### config.mk
export PLATFORM = sky130hd
export DESIGN_NAME = reg_writeback_ctrl_flat
export DESIGN_NICKNAME = d
export VERILOG_FILES = /design/src/rtl/reg_writeback_ctrl_if.sv /design/src/rtl/reg_writeback_ctrl.sv /design/src/flat_wrapper.sv
export SDC_FILE = /design/constraint.sdc
export NUM_CORES = 1
export LEC_CHECK = 0
export CELL_PAD_IN_SITES_DETAIL_PLACEMENT = 0
export CELL_PAD_IN_SITES_GLOBAL_PLACEMENT = 2
export CORE_UTILIZATION = 40
export DETAILED_ROUTE_END_ITERATION = 10
export PLACE_DENSITY_LB_ADDON = 0.1
export SLEW_MARGIN = 0
export SYNTH_ARGS = -nofsm -noshare
export SYNTH_HDL_FRONTEND = slang
export SYNTH_SLANG_ARGS = --single-unit
### constraint.sdc
create_clock -name CLK -period 5.6 [get_ports CLK]
set_input_delay 1.4 -clock CLK [delete_from_list [all_inputs] [get_ports CLK]]
set_output_delay 1.4 -clock CLK [all_outputs]
set_load 0.02 [all_outputs]
### src/rtl/reg_writeback_ctrl_if.sv
// Writeback-controller signal bundle: ALU result, load issue/response, hazard query and
// register-file write port. The slave modport is the controller's view.
interface reg_writeback_ctrl_if;
  logic        alu_valid;
  logic [4:0]  alu_rd;
  logic [31:0] alu_data;
  logic        ld_issue;
  logic [4:0]  ld_issue_rd;
  logic        ld_resp_valid;
  logic [4:0]  ld_resp_rd;
  logic [31:0] ld_resp_data;
  logic        ld_resp_ready;
  logic [4:0]  chk_rs;
  logic [4:0]  chk_rt;
  logic        stall;
  logic [31:0] pending;
  logic        RegWrite;
  logic [4:0]  Write_register;
  logic [31:0] Write_Data;

  modport master (
    output alu_valid, alu_rd, alu_data, ld_issue, ld_issue_rd,
    output ld_resp_valid, ld_resp_rd, ld_resp_data, chk_rs, chk_rt,
    input  ld_resp_ready, stall, pending, RegWrite, Write_register, Write_Data
  );

  modport slave (
    input  alu_valid, alu_rd, alu_data, ld_issue, ld_issue_rd,
    input  ld_resp_valid, ld_resp_rd, ld_resp_data, chk_rs, chk_rt,
    output ld_resp_ready, stall, pending, RegWrite, Write_register, Write_Data
  );
endinterface

### src/rtl/reg_writeback_ctrl.sv
// Register-file writeback arbiter: ALU results take priority, load responses queue in a FIFO,
// and a per-register scoreboard tracks outstanding loads. Optional macro: WB_LOAD_BYPASS_EN.
module reg_writeback_ctrl #(
  parameter int unsigned FIFO_DEPTH = 4
) (
  input logic                 CLK,
  input logic                 RESET,
  reg_writeback_ctrl_if.slave bus
);

  localparam int unsigned PtrW = (FIFO_DEPTH > 1) ? $clog2(FIFO_DEPTH) : 1;
  localparam int unsigned CntW = $clog2(FIFO_DEPTH + 1);
  localparam logic [CntW-1:0] Depth = CntW'(FIFO_DEPTH);

  typedef logic [PtrW-1:0] ptr_t;

  logic [CntW-1:0] cnt_q, cnt_d;
  ptr_t            wr_ptr_q, wr_ptr_d;
  ptr_t            rd_ptr_q, rd_ptr_d;
  logic [4:0]      rd_mem   [FIFO_DEPTH];
  logic [31:0]     data_mem [FIFO_DEPTH];

  logic [31:0] pending_q, pending_d;
  logic        reg_write_q, reg_write_d;
  logic [4:0]  write_register_q, write_register_d;
  logic [31:0] write_data_q, write_data_d;

  logic        ready, empty, accept, bypass, push, pop;
  logic        sel_valid, sel_load;
  logic [4:0]  sel_rd;
  logic [31:0] sel_data;

  // Ready depends on the registered count only, so a pop never frees space for a same-cycle push.
  assign ready  = (cnt_q < Depth);
  assign empty  = (cnt_q == '0);
  assign accept = bus.ld_resp_valid & ready;

`ifdef WB_LOAD_BYPASS_EN
  assign bypass = accept & ~bus.alu_valid & empty;
`else
  assign bypass = 1'b0;
`endif

  assign push = accept & ~bypass;
  assign pop  = ~bus.alu_valid & ~empty;

  always_comb begin
    sel_valid = 1'b0;
    sel_load  = 1'b0;
    sel_rd    = bus.alu_rd;
    sel_data  = bus.alu_data;
    if (bus.alu_valid) begin
      sel_valid = 1'b1;
    end else if (pop) begin
      sel_valid = 1'b1;
      sel_load  = 1'b1;
      sel_rd    = rd_mem[rd_ptr_q];
      sel_data  = data_mem[rd_ptr_q];
    end else if (bypass) begin
      sel_valid = 1'b1;
      sel_load  = 1'b1;
      sel_rd    = bus.ld_resp_rd;
      sel_data  = bus.ld_resp_data;
    end
  end

  always_comb begin
    wr_ptr_d = wr_ptr_q;
    rd_ptr_d = rd_ptr_q;
    cnt_d    = cnt_q;
    if (push) wr_ptr_d = wr_ptr_q + ptr_t'(1);
    if (pop)  rd_ptr_d = rd_ptr_q + ptr_t'(1);
    unique case ({push, pop})
      2'b10:   cnt_d = cnt_q + CntW'(1);
      2'b01:   cnt_d = cnt_q - CntW'(1);
      default: cnt_d = cnt_q;
    endcase
  end

  // Issue is applied after the retire-clear so a same-cycle re-issue keeps the bit set.
  always_comb begin
    pending_d = pending_q;
    if (sel_load) pending_d[sel_rd] = 1'b0;
    if (bus.ld_issue && (bus.ld_issue_rd != 5'd0)) pending_d[bus.ld_issue_rd] = 1'b1;
    pending_d[0] = 1'b0;
  end

  always_comb begin
    reg_write_d      = sel_valid & (sel_rd != 5'd0);
    write_register_d = write_register_q;
    write_data_d     = write_data_q;
    if (sel_valid) begin
      write_register_d = sel_rd;
      write_data_d     = sel_data;
    end
  end

  always_ff @(posedge CLK or posedge RESET) begin
    if (RESET) begin
      cnt_q            <= '0;
      wr_ptr_q         <= '0;
      rd_ptr_q         <= '0;
      pending_q        <= '0;
      reg_write_q      <= 1'b0;
      write_register_q <= '0;
      write_data_q     <= '0;
    end else begin
      cnt_q            <= cnt_d;
      wr_ptr_q         <= wr_ptr_d;
      rd_ptr_q         <= rd_ptr_d;
      pending_q        <= pending_d;
      reg_write_q      <= reg_write_d;
      write_register_q <= write_register_d;
      write_data_q     <= write_data_d;
    end
  end

  // Storage needs no reset; the count and pointers define which entries are live.
  always_ff @(posedge CLK) begin
    if (push) begin
      rd_mem[wr_ptr_q]   <= bus.ld_resp_rd;
      data_mem[wr_ptr_q] <= bus.ld_resp_data;
    end
  end

  assign bus.ld_resp_ready  = ready;
  assign bus.stall          = pending_q[bus.chk_rs] | pending_q[bus.chk_rt];
  assign bus.pending        = pending_q;
  assign bus.RegWrite       = reg_write_q;
  assign bus.Write_register = write_register_q;
  assign bus.Write_Data     = write_data_q;

endmodule
### src/flat_wrapper.sv
// flat-port wrapper written by rule: the top's interface ports become plain ports
module reg_writeback_ctrl_flat 
#(
  parameter int unsigned FIFO_DEPTH = 4
)
  (CLK, RESET, bus_alu_valid, bus_alu_rd, bus_alu_data, bus_ld_issue, bus_ld_issue_rd, bus_ld_resp_valid, bus_ld_resp_rd, bus_ld_resp_data, bus_chk_rs, bus_chk_rt, bus_ld_resp_ready, bus_stall, bus_pending, bus_RegWrite, bus_Write_register, bus_Write_Data);
  reg_writeback_ctrl_if bus_i ();
  input logic CLK;
  input logic RESET;
  input wire logic [$bits(bus_i.alu_valid)-1:0] bus_alu_valid;
  input wire logic [$bits(bus_i.alu_rd)-1:0] bus_alu_rd;
  input wire logic [$bits(bus_i.alu_data)-1:0] bus_alu_data;
  input wire logic [$bits(bus_i.ld_issue)-1:0] bus_ld_issue;
  input wire logic [$bits(bus_i.ld_issue_rd)-1:0] bus_ld_issue_rd;
  input wire logic [$bits(bus_i.ld_resp_valid)-1:0] bus_ld_resp_valid;
  input wire logic [$bits(bus_i.ld_resp_rd)-1:0] bus_ld_resp_rd;
  input wire logic [$bits(bus_i.ld_resp_data)-1:0] bus_ld_resp_data;
  input wire logic [$bits(bus_i.chk_rs)-1:0] bus_chk_rs;
  input wire logic [$bits(bus_i.chk_rt)-1:0] bus_chk_rt;
  output wire logic [$bits(bus_i.ld_resp_ready)-1:0] bus_ld_resp_ready;
  output wire logic [$bits(bus_i.stall)-1:0] bus_stall;
  output wire logic [$bits(bus_i.pending)-1:0] bus_pending;
  output wire logic [$bits(bus_i.RegWrite)-1:0] bus_RegWrite;
  output wire logic [$bits(bus_i.Write_register)-1:0] bus_Write_register;
  output wire logic [$bits(bus_i.Write_Data)-1:0] bus_Write_Data;
  assign bus_i.alu_valid = bus_alu_valid;
  assign bus_i.alu_rd = bus_alu_rd;
  assign bus_i.alu_data = bus_alu_data;
  assign bus_i.ld_issue = bus_ld_issue;
  assign bus_i.ld_issue_rd = bus_ld_issue_rd;
  assign bus_i.ld_resp_valid = bus_ld_resp_valid;
  assign bus_i.ld_resp_rd = bus_ld_resp_rd;
  assign bus_i.ld_resp_data = bus_ld_resp_data;
  assign bus_i.chk_rs = bus_chk_rs;
  assign bus_i.chk_rt = bus_chk_rt;
  assign bus_ld_resp_ready = bus_i.ld_resp_ready;
  assign bus_stall = bus_i.stall;
  assign bus_pending = bus_i.pending;
  assign bus_RegWrite = bus_i.RegWrite;
  assign bus_Write_register = bus_i.Write_register;
  assign bus_Write_Data = bus_i.Write_Data;
  reg_writeback_ctrl #(.FIFO_DEPTH(FIFO_DEPTH)) u_core (.CLK(CLK), .RESET(RESET), .bus(bus_i));
endmodule
# == Word-level counts from Yosys, hierarchy flattened ==
# Memory sizes are Yosys's and may differ from the RTL's.
# Cells that the tools add are included.
# totals
inputBits,94
reg_bits,76
word_cells,58
mem_bits_rw,148
out_inout_bits,72
mem_count,2
# classes
n_lt_le_gt_ge,7
addsub,4
bitwise,9
n_mux,20
eq_ne,2
reduce_logical,7
# mem_list
memory,words,width,rd,rd_ports_with_merged_regs,write_ports,line,text
u_core.data_mem,4,32,1,0,1,reg_writeback_ctrl.sv:21,logic [31:0] data_mem [FIFO_DEPTH];
u_core.rd_mem,4,5,1,0,1,reg_writeback_ctrl.sv:20,logic [4:0] rd_mem [FIFO_DEPTH];
# op_table
op,n
$mux W32,4
$and A32 B32 Y32,1
$not A32 Y32,1
$or A32 B32 Y32,1
$lt A5 B6 Y1 const B,4
$bmux W1 S5,2
$demux W1 S5,2
$ge A5 B1 Y1 const B,2
$mux W5,2
$reduce_bool A5 Y1,2
$mux W1,9
$pmux W3 S2,1
$add A2 B1 Y2 const B,2
$add A3 B1 Y3 const B,1
$and A1 B1 Y1,3
$logic_and A1 B1 Y1,3
$logic_not A3 Y1,1
$lt A3 B3 Y1 const B,1
$sub A3 B1 Y3 const B,1
$eq A2 B1 Y1 const B,1
$eq A2 B2 Y1 const B,1
$not A1 Y1,2
$reduce_bool A2 Y1,1
$or A1 B1 Y1,1

# == Longest topological paths before layout ==
# Gate-level depths: netlist of run 1.
# depth
word_depth,14
depth_mapped,11
ltp_nobuf,9

# == Worst setup path before layout of run 1 ==
# OpenSTA, ideal clock, no wires.
# synth_path
kind,input -> output
start,input bus_chk_rt[0]
end,output bus_stall
path_slack_ns,1.472
arrival_ns,2.728
n_path_buf,1
cell_stages,5
t_required_ns,4.200
path_cell_list,buf_2 > mux4_2 > mux2_2 > a31oi_1 > o211ai_1
# synth_via
elab_chain_cells,3
# synth_rtl
element,line,text
start: declaration,flat_wrapper.sv:19,input wire logic [$bits(bus_i.chk_rt)-1:0] bus_chk_rt;
$bmux W1 S5,reg_writeback_ctrl.sv:127,assign bus.stall = pending_q[bus.chk_rs] | pending_q[bus.chk_rt];
$mux W1 (implied by the code),reg_writeback_ctrl.sv:127,
$or A1 B1 Y1,reg_writeback_ctrl.sv:127,
end: declaration,flat_wrapper.sv:21,output wire logic [$bits(bus_i.stall)-1:0] bus_stall;
# No other way between the ends. The select of a mux whose other input is x is not followed.

# == Worst setup path in the final report of run 1 ==
# layout_path
start,input bus_chk_rs[0]
end,output bus_stall
# layout_via
elab_chain_cells,3
# layout_rtl
element,line,text
start: declaration,flat_wrapper.sv:18,input wire logic [$bits(bus_i.chk_rs)-1:0] bus_chk_rs;
$bmux W1 S5,reg_writeback_ctrl.sv:127,
$mux W1 (implied by the code),reg_writeback_ctrl.sv:127,
$or A1 B1 Y1,reg_writeback_ctrl.sv:127,
# No other way between the ends. The select of a mux whose other input is x is not followed.

==> results of run 1 <==
-- cells in the final DEF (no fill, tap or decap), types with 2 or more instances in the layout --
cell type / n
clkdlybuf4s50_1: 164
edfxtp_1: 148
nand2_1: 84
dfrtp_1: 74
mux4_2: 50
nor2_1: 33
inv_1: 32
clkbuf_16: 24
o21ai_0: 23
a222oi_1: 22
o22ai_1: 10
a21oi_1: 9
o21ai_1: 9
mux2i_1: 6
bufinv_16: 6
xnor2_1: 5
nor3b_1: 5
o211ai_1: 5
ha_1: 5
and3b_1: 4
and2_2: 4
a31oi_1: 4
clkinv_2: 4
clkbuf_1: 4
buf_4: 4
nor2b_1: 3
and3_1: 3
mux2_2: 3
nor3_1: 2
nand3_1: 2
o21ai_2: 2
clkinvlp_4: 2
clkinv_1: 2
clkinv_4: 2
dfrtp_2: 2
-- path summary, 6_finish.rpt --
check                                                 startpoint                                     to  depth (start not counted)
min                        u_core.bus.Write_Data[22]$_DFFE_PP0P_  u_core.bus.Write_Data[22]$_DFFE_PP0P_                          2
max reg2reg                          u_core.cnt_q[0]$_DFFE_PP0P_            u_core.cnt_q[2]$_DFFE_PP0P_                          9
min in group asynchronous                                  RESET  u_core.bus.Write_Data[23]$_DFFE_PP0P_                          2
min reg2reg                u_core.bus.Write_Data[22]$_DFFE_PP0P_  u_core.bus.Write_Data[22]$_DFFE_PP0P_                          2
max in group asynchronous                                  RESET        u_core.bus.pending[3]$_DFF_PP0_                          3
max                                                bus_chk_rs[0]                              bus_stall                          6
-- critical path, cell delays in order --
cell             delay (ns)
clkdlybuf4s50_1        0.77
mux4_2                 0.57
mux2_2                 0.27
a21oi_1                0.15
o211ai_1               0.12
clkdlybuf4s50_1        0.55
-- sequential cells by signal (all words and copies together), names as in the netlist --
signal	count
u_core.data_mem	128
u_core.bus.Write_Data	32
u_core.bus.pending	31
u_core.rd_mem	20
u_core.bus.Write_register	5
u_core.cnt_q	3
u_core.rd_ptr_q	2
u_core.wr_ptr_q	2
u_core.bus.RegWrite	1
-- layer usage --
| layer | global-route usage | up-vias |
|---|---|---|
| met1 | 0.245 | 2900 |
| met5 | 0 | - |
| li1 | - | 2617 |
| met4 | 0.0514 | 0 |
| met3 | 0.0409 | 32 |
| met2 | 0.328 | 192 |
-- report_power, final --
part,switching (mW),internal [mW]
combinational,0.997,1.02
sequential,0.372,2.18
clock,0.643,1.07
total,2.01,4.27
-- cell type report --
cell class / instances / area share
repair buffers: 168 / 0.139
flip-flops and latches: 224 / 0.527
multi-input cells: 311 / 0.222
clock inverters: 16 / 0.0209
inverters: 34 / 0.0107
clock buffers: 28 / 0.0511
well taps: 285 / 0.0296
-- logic make-up (layout without fill, tap and decap cells) --
family	Yosys count	count (layout)	share of synthesized area
xor gates and xnor gates	6	6	0.00567
and+or+nand+nor	150	150	0.0723
buffers and inverters	62	246	0.0278
muxes	59	59	0.132
other	1	1	0.000404
adders and majority gates	6	6	0.00891
AOI/OAI and AO/OA	89	89	0.0688
DFF	224	224	0.684
-- stage by stage --
stage               total power, mW  std cells  cell area (um^2)
detailed placement             4.64       1022             11200
floorplan                      3.71        597              9270
global placement               4.60       1022             11200
CTS                            6.37       1066             12000
global route                   6.60       1066             12000
finish                         6.28       1066             12000
==> qor.yml, run 1 <==
drt:
  drtPass1Iterations: 5
  met2_length_um: 10900
  drt_wl_total_um: 22300
  highest_layer: "met4"
  route.met3.wl_um: 1460
  drc: 0
  route.vias.total: 5741
  via_per_inst: 5.39
  drt-met1-wl_um: 9490
  wl_per_cell_um: 20.9
  ant_nets: 0
  drt_iter0_drc: 407
timing:
  setup_viol: 0
  rsz0062_at_grt: "no"
  fmax_mhz: 191
  tightest_slew_ns: 1.11
  setup_slack_ns: 0.368
  final-hold-violation-count: 0
  holdWs_ns: 0.502
  finalSetupTns_ns: 0
  post-route-min-period_ns: 5.23
  drv_slew: 0
  period_share: 0.934
  timing.slew.headroom: 0.255
  skew_ns: 0.0187
cells_and_area:
  area_growth_pct: 29.9
  multi_input_area_um2: 2680
  utilization: 0.531
  diodes: 0
  layout.nets: 863
  drive_gt1_frac: 0.146
  seq_area_um2: 6350
  n_fill_cell: 1889
logic_synthesis:
  post-synth-top-count-cell: "edfxtp_1"
  ys_top_cells_by_count: "148 x edfxtp_1, 84 x nand2_1, 76 x dfrtp_1"
  postSynthRegisterBits: 224
  netlist_area_um2: 9270
  yosys_warnings: 0
  ys.flop_type: "edfxtp_1"
  synth_area_leaders: "edfxtp_1 48%, dfrtp_1 21%, mux4_2 12%"
  synth_cell_type_count: 47
  syn_nets: 697
  synth_top_area_cell: "edfxtp_1"
  synth_top_area_share: 0.479
  synthCells: 597
  synthArstFlopShare: 0.339
  avgSynthCellArea_um2: 15.5
  synth_edf_count: 148
  ys_seq_area_frac: 0.684
worst_setup_path:
  rrSetupSlack_ns: 2.94
  start_kind: "input port"
  worstPathRequired_ns: 4.20
  critical_path_class: "in -> out"
  crit_fanout: 8
  arrival_ns: 3.83
  endpoint_kind: "output pin"
power:
  p_leak_nw: 4.43
  pwr_density_cell_nw_per_um2: 522
  irDropWorstVdd_mv: 0.225
run_status:
  status: "completed"
placement:
  hpwl_um: 14500
  place_ws_ns: 0.367
  globalplace.congestion: 0.845
  port_buffers: 164
clock_network:
  root_buffer: "clkbuf_16"
  clkSinkCount: 224
  cts_setup_buffers: 0
  cts_tree: "built"
  cts-buffers-inserted: 24
  postCtsHoldBufs: 0
  clk_pin_slew_ns: 0.06
  cts_resized: 0
  worstSkewPairLatency_ns: 0.52
  cts_htree_levels: 1
  cts_buffer_depth: 3
grt:
  gr-total-overflow: 0
  grt_pass1_wl_um: 34300
  grt_pass1_vias: 6062
  groute.usage.overall: 0.191
  antenna_found_initial: 0
  grt_max_degree: 49
floorplan:
  rows: 55
  die_area_um2: 23800
  die_y_um: 154
  core_area_um2: 22700
  num_io_pins: 166
  start_util: 0.408
  die_w_um: 154
worst_hold_path:
  hold_class: "reg -> reg"
job:
  drv_cap: 0
Power figures use the tool's default switching activity.
==> run 2: changes to the inputs <==
Settings changed: HOLD_SLACK_MARGIN set to 0.15, PLACE_DENSITY set to 0.88, PLACE_DENSITY_LB_ADDON 0.1 to unset.
==> run 2 against run 1 <==
Against the previous run: clock power shrank 6%; register-to-register slack better by 0.09 ns; clock skew hardly changed; via count is 2.2% higher; count of clock-buffer cells in the layout grew 2; setup slack lost 0.0054 ns; non-clock buffer count down 1; sequential cell count unchanged; combinational power increased by 2%; sequential share of layout area grew 0.35 points; total power shrank 1.5%; maximum frequency down 0.10%; largest power group unchanged; highest routed layer is now met5.
==> qor.yml, run 2 (synthesis gave the netlist of run 1 again) <==
run_status:
  status: "completed"
clock_network:
  clk_pin_slew_ns: 0.05  # about the same
  root_buffer: "clkbuf_16"
  cts_buffer_depth: 3  # unchanged
  postCtsHoldBufs: 0  # unchanged
  cts_resized: 0  # unchanged
  cts_setup_buffers: 0  # unchanged
  cts-buffers-inserted: 23  # -4.2%
  worstSkewPairLatency_ns: 0.50  # -0.02 ns
  clkSinkCount: 224  # unchanged
  cts_tree: "built"
  cts_htree_levels: 1  # unchanged
floorplan:
  die_y_um: 154  # unchanged
  rows: 55  # unchanged
  core_area_um2: 22700  # unchanged
  die_w_um: 154  # unchanged
  die_area_um2: 23800  # unchanged
  start_util: 0.408  # unchanged
  num_io_pins: 166  # unchanged
cells_and_area:
  seq_area_um2: 6350  # unchanged
  mostFrequentLayoutCell: "clkdlybuf4s50_1"
  diodes: 0  # unchanged
  area_growth_pct: 29.1
  n_fill_cell: 1869  # -1.1%
  final_cell_area_um2: 12000  # -0.66%
  largest_register_ffs: 128  # unchanged
  multi_input_area_um2: 2680  # unchanged
  regMostFlops: "u_core.data_mem"
  drive_gt1_frac: 0.140  # -0.00568
  layout.nets: 861  # -0.23%
  final_cell_mix: "164 x clkdlybuf4s50_1, 148 x edfxtp_1, 84 x nand2_1"
power:
  pwr_density_cell_nw_per_um2: 517  # -0.80%
  p_leak_nw: 4.40  # -0.71%
  irDropWorstVdd_mv: 0.331  # +47%
drt:
  via_per_inst: 5.53  # +2.6%
  drt_iter0_drc: 372  # -8.6%
  drtPass1Iterations: 7  # +2
  ant_nets: 0  # unchanged
  drc: 0  # unchanged
  route.vias.total: 5868  # +2.2%
  drt_wl_total_um: 22200  # about the same
  wl_per_cell_um: 20.9  # +0.33%
timing:
  final-hold-violation-count: 0  # unchanged
  fmax_mhz: 191  # -0.10%
  finalSetupTns_ns: 0  # unchanged
  setup_viol: 0  # unchanged
  period_share: 0.935  # +0.000958
  timing.slew.headroom: 0.198  # -0.0567
  rsz0062_at_grt: "no"
  tightest_slew_ns: 1.20  # +0.0862 ns
  post-route-min-period_ns: 5.24  # +0.00536 ns
  drv_slew: 0  # unchanged
  skew_ns: 0.0182  # -0.000416 ns
placement:
  hpwl_um: 15100  # +4.0%
  dpl_cell_area_um2: 11200  # about the same
  globalplace.congestion: 0.838  # -0.80%
  port_buffers: 164  # unchanged
worst_setup_path:
  endpoint_kind: "output pin"
  start_kind: "input port"
  path_cells: "clkdlybuf4s50_1 > mux4_2 > mux2_2 > a21oi_1 > o211ai_1 > clkdlybuf4s50_1"
  cp_slowest_stage_delay_ns: 0.76  # about the same
  arrival_ns: 3.84  # about the same
  worstPathRequired_ns: 4.20  # about the same
  path_delay_family: "buffers and inverters"
  crit_buf_inv: 2  # unchanged
  crit_fanout: 8  # unchanged
  worst_path_most_repeated_cell: "clkdlybuf4s50_1"
  critical_path_class: "in -> out"
  cpMaxStageDelayCell: "clkdlybuf4s50_1"
grt:
  antenna_found_initial: 2  # +2
  grt_pass1_vias: 6230  # +2.8%
  grt_max_degree: 47  # -4.1%
  gr-total-overflow: 0  # unchanged
  groute.usage.overall: 0.190  # -0.000565
  grt_pass1_wl_um: 34600  # +0.87%
worst_hold_path:
  hold_class: "reg -> reg"
job:
  drv_cap: 0  # unchanged
[run 2: worst min-delay path, delay by kind of cell (launching register included)]
family          cells  cell delay (ns)
buf+inv             1             0.05
compound gates      1             0.07
flops               1             0.35
[run 2: area by class of cell]
cell class	instances	share of cell area
Sequential cell	224	0.530
Multi-Input combinational cell	311	0.224
Timing Repair Buffer	167	0.139
Clock buffer	30	0.0511
Tap cell	285	0.0298
Clock inverter	11	0.0153
Inverter	34	0.0108
[run 2: final timing paths]
path / startpoint / end / slack (ns) / cells past startpoint
worst max-delay path: bus_chk_rs[0] / bus_stall / 0.36 / 6
worst min-delay path: u_core.bus.Write_Data[26]$_DFFE_PP0P_ / u_core.bus.Write_Data[26]$_DFFE_PP0P_ / 0.50 / 2
worst max register to register: u_core.cnt_q[0]$_DFFE_PP0P_ / u_core.cnt_q[2]$_DFFE_PP0P_ / 3.03 / 9
worst min register to register: u_core.bus.Write_Data[26]$_DFFE_PP0P_ / u_core.bus.Write_Data[26]$_DFFE_PP0P_ / 0.50 / 2
max in group asynchronous: RESET / u_core.rd_ptr_q[0]$_DFFE_PP0N_ / 3.27 / 3
min in group asynchronous: RESET / u_core.bus.pending[17]$_DFF_PP0_ / 1.39 / 2
[run 2: metrics by stage]
stage | util | hold WS, ns | total power [mW] | std cells | setup WS [ns]
after global routing | 0.527 | 0.522 | 6.50 | 1062 | 0.239
after floorplan | - | 0.480 | 3.71 | 597 | 1.47
after global placement | 0.492 | 0.475 | 4.58 | 1021 | 0.351
final | 0.527 | 0.497 | 6.19 | 1062 | 0.362
after CTS | 0.527 | 0.499 | 6.25 | 1062 | 0.339
after detailed placement | 0.492 | 0.482 | 4.64 | 1021 | 0.344
[run 2: power by group]
part           switching, mW  internal, mW
clock network          0.600          1.00
registers              0.352          2.18
logic                   1.04          1.02
[run 2: per-layer routing]
layer  up-vias  GRT usage  part of all wire
met5         -          0            0.0010
li1       2618          -                 -
met2       247      0.333              0.50
met1      2970      0.239              0.40
met4         4     0.0476             0.013
met3        29     0.0423             0.088
==> run 3: changes to the inputs <==
Settings changed: ABC_CLOCK_PERIOD_IN_PS set to 5600.
==> results of run 3 <==
Same layout as run 2: the final DEF is identical, and so are final timing and power.
==> RTL edit 1: new RTL, flow settings as in run 3 <==
`FIFO_DEPTH` is set to 4 in 2 places; all go to 2.
--- a/src/rtl/reg_writeback_ctrl.sv
+++ b/src/rtl/reg_writeback_ctrl.sv
@@ -1,7 +1,7 @@
 // Register-file writeback arbiter: ALU results take priority, load responses queue in a FIFO,
 // and a per-register scoreboard tracks outstanding loads. Optional macro: WB_LOAD_BYPASS_EN.
 module reg_writeback_ctrl #(
-  parameter int unsigned FIFO_DEPTH = 4
+  parameter int unsigned FIFO_DEPTH = 2
 ) (
   input logic                 CLK,
   input logic                 RESET,
--- a/src/flat_wrapper.sv
+++ b/src/flat_wrapper.sv
@@ -1,7 +1,7 @@
 // flat-port wrapper written by rule: the top's interface ports become plain ports
 module reg_writeback_ctrl_flat 
 #(
-  parameter int unsigned FIFO_DEPTH = 4
+  parameter int unsigned FIFO_DEPTH = 2
 )
   (CLK, RESET, bus_alu_valid, bus_alu_rd, bus_alu_data, bus_ld_issue, bus_ld_issue_rd, bus_ld_resp_valid, bus_ld_resp_rd, bus_ld_resp_data, bus_chk_rs, bus_chk_rt, bus_ld_resp_ready, bus_stall, bus_pending, bus_RegWrite, bus_Write_register, bus_Write_Data);
   reg_writeback_ctrl_if bus_i ();
Check against the original RTL: not equivalent (Yosys sat finds a counterexample within 4 cycles, from zero or initial values and one cycle with RESET high).
==> RTL edit 1 against run 3 <==
Design area down 26%; sequential cell count down 77; wire length down 27%; total power down 27%; setup slack better by 0.043 ns; count of clock-buffer cells in the layout down 13; combinational power down 16%; area after synthesis down 31%; largest power group unchanged.
==> RTL edit 1: results <==
[finish]
largest_reg_flops = 64
nets = 765
drive_gt1_share_pct = 10.4
ff_latch_area_um2 = 4050

[clocking]
cts_buffers = 17
htreeDepth = 4

[timing]
hold_ws_ns = 0.486
slew_headroom_pct = 23.0

[power]
ir_drop_uv = 264
power.leakage_nw = 3.33

[global_routing]
met2_usage_pct = 32.4
grt_pass1_vias = 4844
track_usage_pct = 20.6
grtUsageMet3_pct = 6.82

[placed_design]
hpwl_mm = 11.2
gp_congestion = 0.822
dpl_cell_area_um2 = 8230
post-place-ws_ns = 0.388
place_inst = 862

[yosys]
yosys-top-cells-count = o21ai_0, edfxtp_1, dfrtp_1
netlist_instances = 512
synth.distinct_cells = 37
yosys-top-cells-area = edfxtp_1, dfrtp_1, o21ai_0
synth_nets = 607

[route]
routed_wl_mm = 16.2
dr.pass1.iters = 4
dr_wl_met3_mm = 1.40
dr_wl_met2_mm = 7.39
wl_met1_mm = 7.03

[worst_setup_path]
reg2reg_to = u_core.bus.pending[7]
rr_startpoint = u_core.rd_ptr_q
r2r_setup_slack_ns = 3.05

[run_status]
status = finished clean
## RTL edit 1: cell types whose count changed in the layout (fill, tap and decap cells not counted), sizes merged, moves of 10 or more
cell	change
nand2	-43
a222oi	-22
edfxtp	-74
o21ai	+58
a21oi	+29
mux4	-37
nand3	+12
o22ai	-10
clkbuf	-13
inv	-23
mux2i	+37
## RTL edit 1: cell families after synthesis
family / share of synthesized area [%]
adders and majority gates: 0.195
DFF: 63.1
buffers and inverters: 2.40
xor gates and xnor gates: 0.683
muxes: 13.6
other: 0.0585
and+or+nand+nor: 7.75
AOI/OAI and AO/OA: 12.2
## RTL edit 1: tightest hold or removal path: stages (launching register included)
cell and delay [ns]:
dfrtp_1 0.35, nand2_1 0.05, o21ai_0 0.06
## RTL edit 1: worst max-delay path by stage
| stage | slack [ns] | endpoint | startpoint | cells after the start |
|---|---|---|---|---|
| 5_1_grt | 0.24 | bus_stall | bus_chk_rs[0] | 6 |
| 2_1_floorplan | 1.47 | bus_stall | bus_chk_rt[0] | 5 |
| 6_report | 0.41 | bus_stall | bus_chk_rs[0] | 6 |
| 3_3_place_gp | 0.41 | bus_stall | bus_chk_rs[0] | 6 |
| 4_1_cts | 0.38 | bus_stall | bus_chk_rs[0] | 6 |
| 3_5_place_dp | 0.39 | bus_stall | bus_chk_rs[0] | 6 |
## RTL edit 1: report_power, final
| group | internal (W) | switching (W) |
|---|---|---|
| clock network | 0.000621 | 0.000468 |
| logic | 0.000810 | 0.000915 |
| registers | 0.00147 | 0.000264 |
## RTL edit 1: final cells by class
type                    count  share of cell area [%]
diodes                      1                  0.0284
clock inverters            15                    1.68
well taps                 211                    3.00
multi-input cells         331                    25.3
flip-flops and latches    147                    46.0
inverters                   5                   0.227
clock buffers              17                    4.83
repair buffers            168                    18.9
==> RTL edit 2: new RTL, flow settings as in run 3 <==
Without the edit above. Take the reset off `write_data_q` and load it in a clocked block of its own.
--- a/src/rtl/reg_writeback_ctrl.sv
+++ b/src/rtl/reg_writeback_ctrl.sv
@@ -103,7 +103,6 @@
       pending_q        <= '0;
       reg_write_q      <= 1'b0;
       write_register_q <= '0;
-      write_data_q     <= '0;
     end else begin
       cnt_q            <= cnt_d;
       wr_ptr_q         <= wr_ptr_d;
@@ -111,8 +110,11 @@
       pending_q        <= pending_d;
       reg_write_q      <= reg_write_d;
       write_register_q <= write_register_d;
-      write_data_q     <= write_data_d;
     end
+  end
+
+  always_ff @(posedge CLK) begin
+    write_data_q <= write_data_d;
   end
 
   // Storage needs no reset; the count and pointers define which entries are live.
Check against the original RTL: not equivalent (Yosys sat finds a counterexample within 4 cycles, from zero or initial values and one cycle with RESET high).
==> RTL edit 2 against run 3 <==
Synthesized cell count is 16% lower; sequential cell count unchanged; design area is 0.84% higher; combinational power rose by 4%; area after synthesis increased by 0.93%; die area rose by 0.92%; setup slack got worse by 0.048 ns; non-clock buffer count increased by 1; wire length down 5.1%; count of clock-buffer cells in the layout down 7; total power grew 3.2%.
==> RTL edit 2: results <==
[route]
wl_met1_mm = 8.58
first_iter_violations = 329
dr_wl_met3_mm = 1.82
vias = 5354
routed.top_layer = met5
dr.pass1.iters = 5
routed_wl_mm = 21.1
dr_wl_met2_mm = 10.5

[finish]
largest_reg_flops = 128
drive_gt1_share_pct = 20.6
instances_no_fill = 996
largest-register = u_core.data_mem
nets = 769

[global_routing]
grt_pass1_vias = 5764
grt_start_max_net_pins = 45
grt_antenna_before_repair = 1
grt_pass1_wl_mm = 32.8
track_usage_pct = 17.9
gr-total-overflow = 0

[worst_setup_path]
crit_path_max_fanout = 8
r2r_cells = 6
reg2reg_to = u_core.bus.pending[9]
crit_path_end = bus_stall
rr_startpoint = u_core.rd_ptr_q[0]
r2r_setup_slack_ns = 2.43
arrival_ns = 3.89
crit_start = bus_chk_rt[2]

[clocking]
clk_pin_slew_ns = 0.06
cts_buffer_depth = 3
cts_root_buffer = clkbuf_16
postCtsSetupBuffers = 0
insertion_delay_ns = 0.50
cts_buffers = 23
htreeDepth = 1
post_cts_resized = 0

[yosys]
synth_edf_count = 180
synthMuxAreaShare_pct = 17.2
synth_compound_area_share_pct = 6.40
yosys-top-cells-count = edfxtp_1, mux4_2, dfrtp_1
yosysWarnings = 0
yosys-top-cells-area = edfxtp_1, dfrtp_1, mux4_2
synth_nets = 602
avgSynthCellArea_um2 = 18.6
synth-xor-area-share_pct = 0.562
synth-async-reset-ratio_pct = 19.6
synth_seq_area_share_pct = 69.5
synth.distinct_cells = 46
synthAdderAreaFrac_pct = 0.882

[placed_design]
hpwl_mm = 14.2
port_buffers = 164
place_inst = 957
gp_congestion = 0.970

[power]
ir_drop_uv = 307
power.leakage_nw = 4.09
switching_share_pct = 31.9

[timing]
clock_skew_ns = 0.0144
worst_pin_slew_ns = 1.07

[run_status]
status = finished clean

[hold_path]
hp-class = reg -> reg
==> RTL edit 2: cell families after synthesis <==
kind of cell,after synthesis
simple gates,55
compound gates,81
mux,91
buf+inv,38
other cells,1
fa+ha+maj,6
flops,224
xor+xnor,6
==> RTL edit 2: metrics by stage <==
stage                     hold WS, ns  setup slack [ns]  area (um2)
after floorplan                 0.483              1.23        9360
after global placement          0.501             0.330       11300
after detailed placement        0.514             0.313       11300
after CTS                       0.522             0.302       12100
after global routing            0.531             0.193       12100
final                           0.521             0.314       12100
==> RTL edit 2: area by class of cell <==
cell class | instances | area [um2]
clock buffer | 23 | 576
inverter | 12 | 45.0
sequential | 224 | 6510
timing repair buffer | 168 | 1670
multi-input combinational | 240 | 2670
fill | 1808 | 10700
clock inverter | 16 | 205
tap | 313 | 392
==> RTL edit 2: per-layer routing <==
| metal | global-route usage, % | vias up |
|---|---|---|
| met4 | 3.58 | 2 |
| met3 | 4.90 | 20 |
| li1 | - | 2402 |
| met2 | 30.4 | 233 |
| met5 | 0 | - |
| met1 | 23.2 | 2697 |
==> RTL edit 2: worst min-delay path by stage <==
stage | start | cells past startpoint | to | slack [ns]
2_1_floorplan | u_core.cnt_q[0] | 1 | u_core.cnt_q[0] | 0.48
3_3_place_gp | u_core.cnt_q[0] | 1 | u_core.cnt_q[0] | 0.50
3_5_place_dp | u_core.cnt_q[0] | 1 | u_core.cnt_q[0] | 0.51
4_1_cts | u_core.cnt_q[0] | 1 | u_core.cnt_q[0] | 0.52
5_1_grt | u_core.cnt_q[0] | 1 | u_core.cnt_q[0] | 0.53
6_report | u_core.cnt_q[0] | 1 | u_core.cnt_q[0] | 0.52
==> RTL edit 2: power by group through the flow <==
stage	combinational, W	sequential (W)	clock [W]
floorplan	0.00110	0.00280	0
global placement	0.00212	0.00269	0
detailed placement	0.00217	0.00270	0
CTS	0.00218	0.00267	0.00160
global route	0.00230	0.00272	0.00166
finish	0.00215	0.00267	0.00157
==> RTL edit 2: critical path: stages <==
cell,delay (ns)
clkdlybuf4s50_1,0.71
mux4_2,0.55
mux2_2,0.27
a311oi_1,0.27
nand4_1,0.13
clkdlybuf4s50_1,0.56
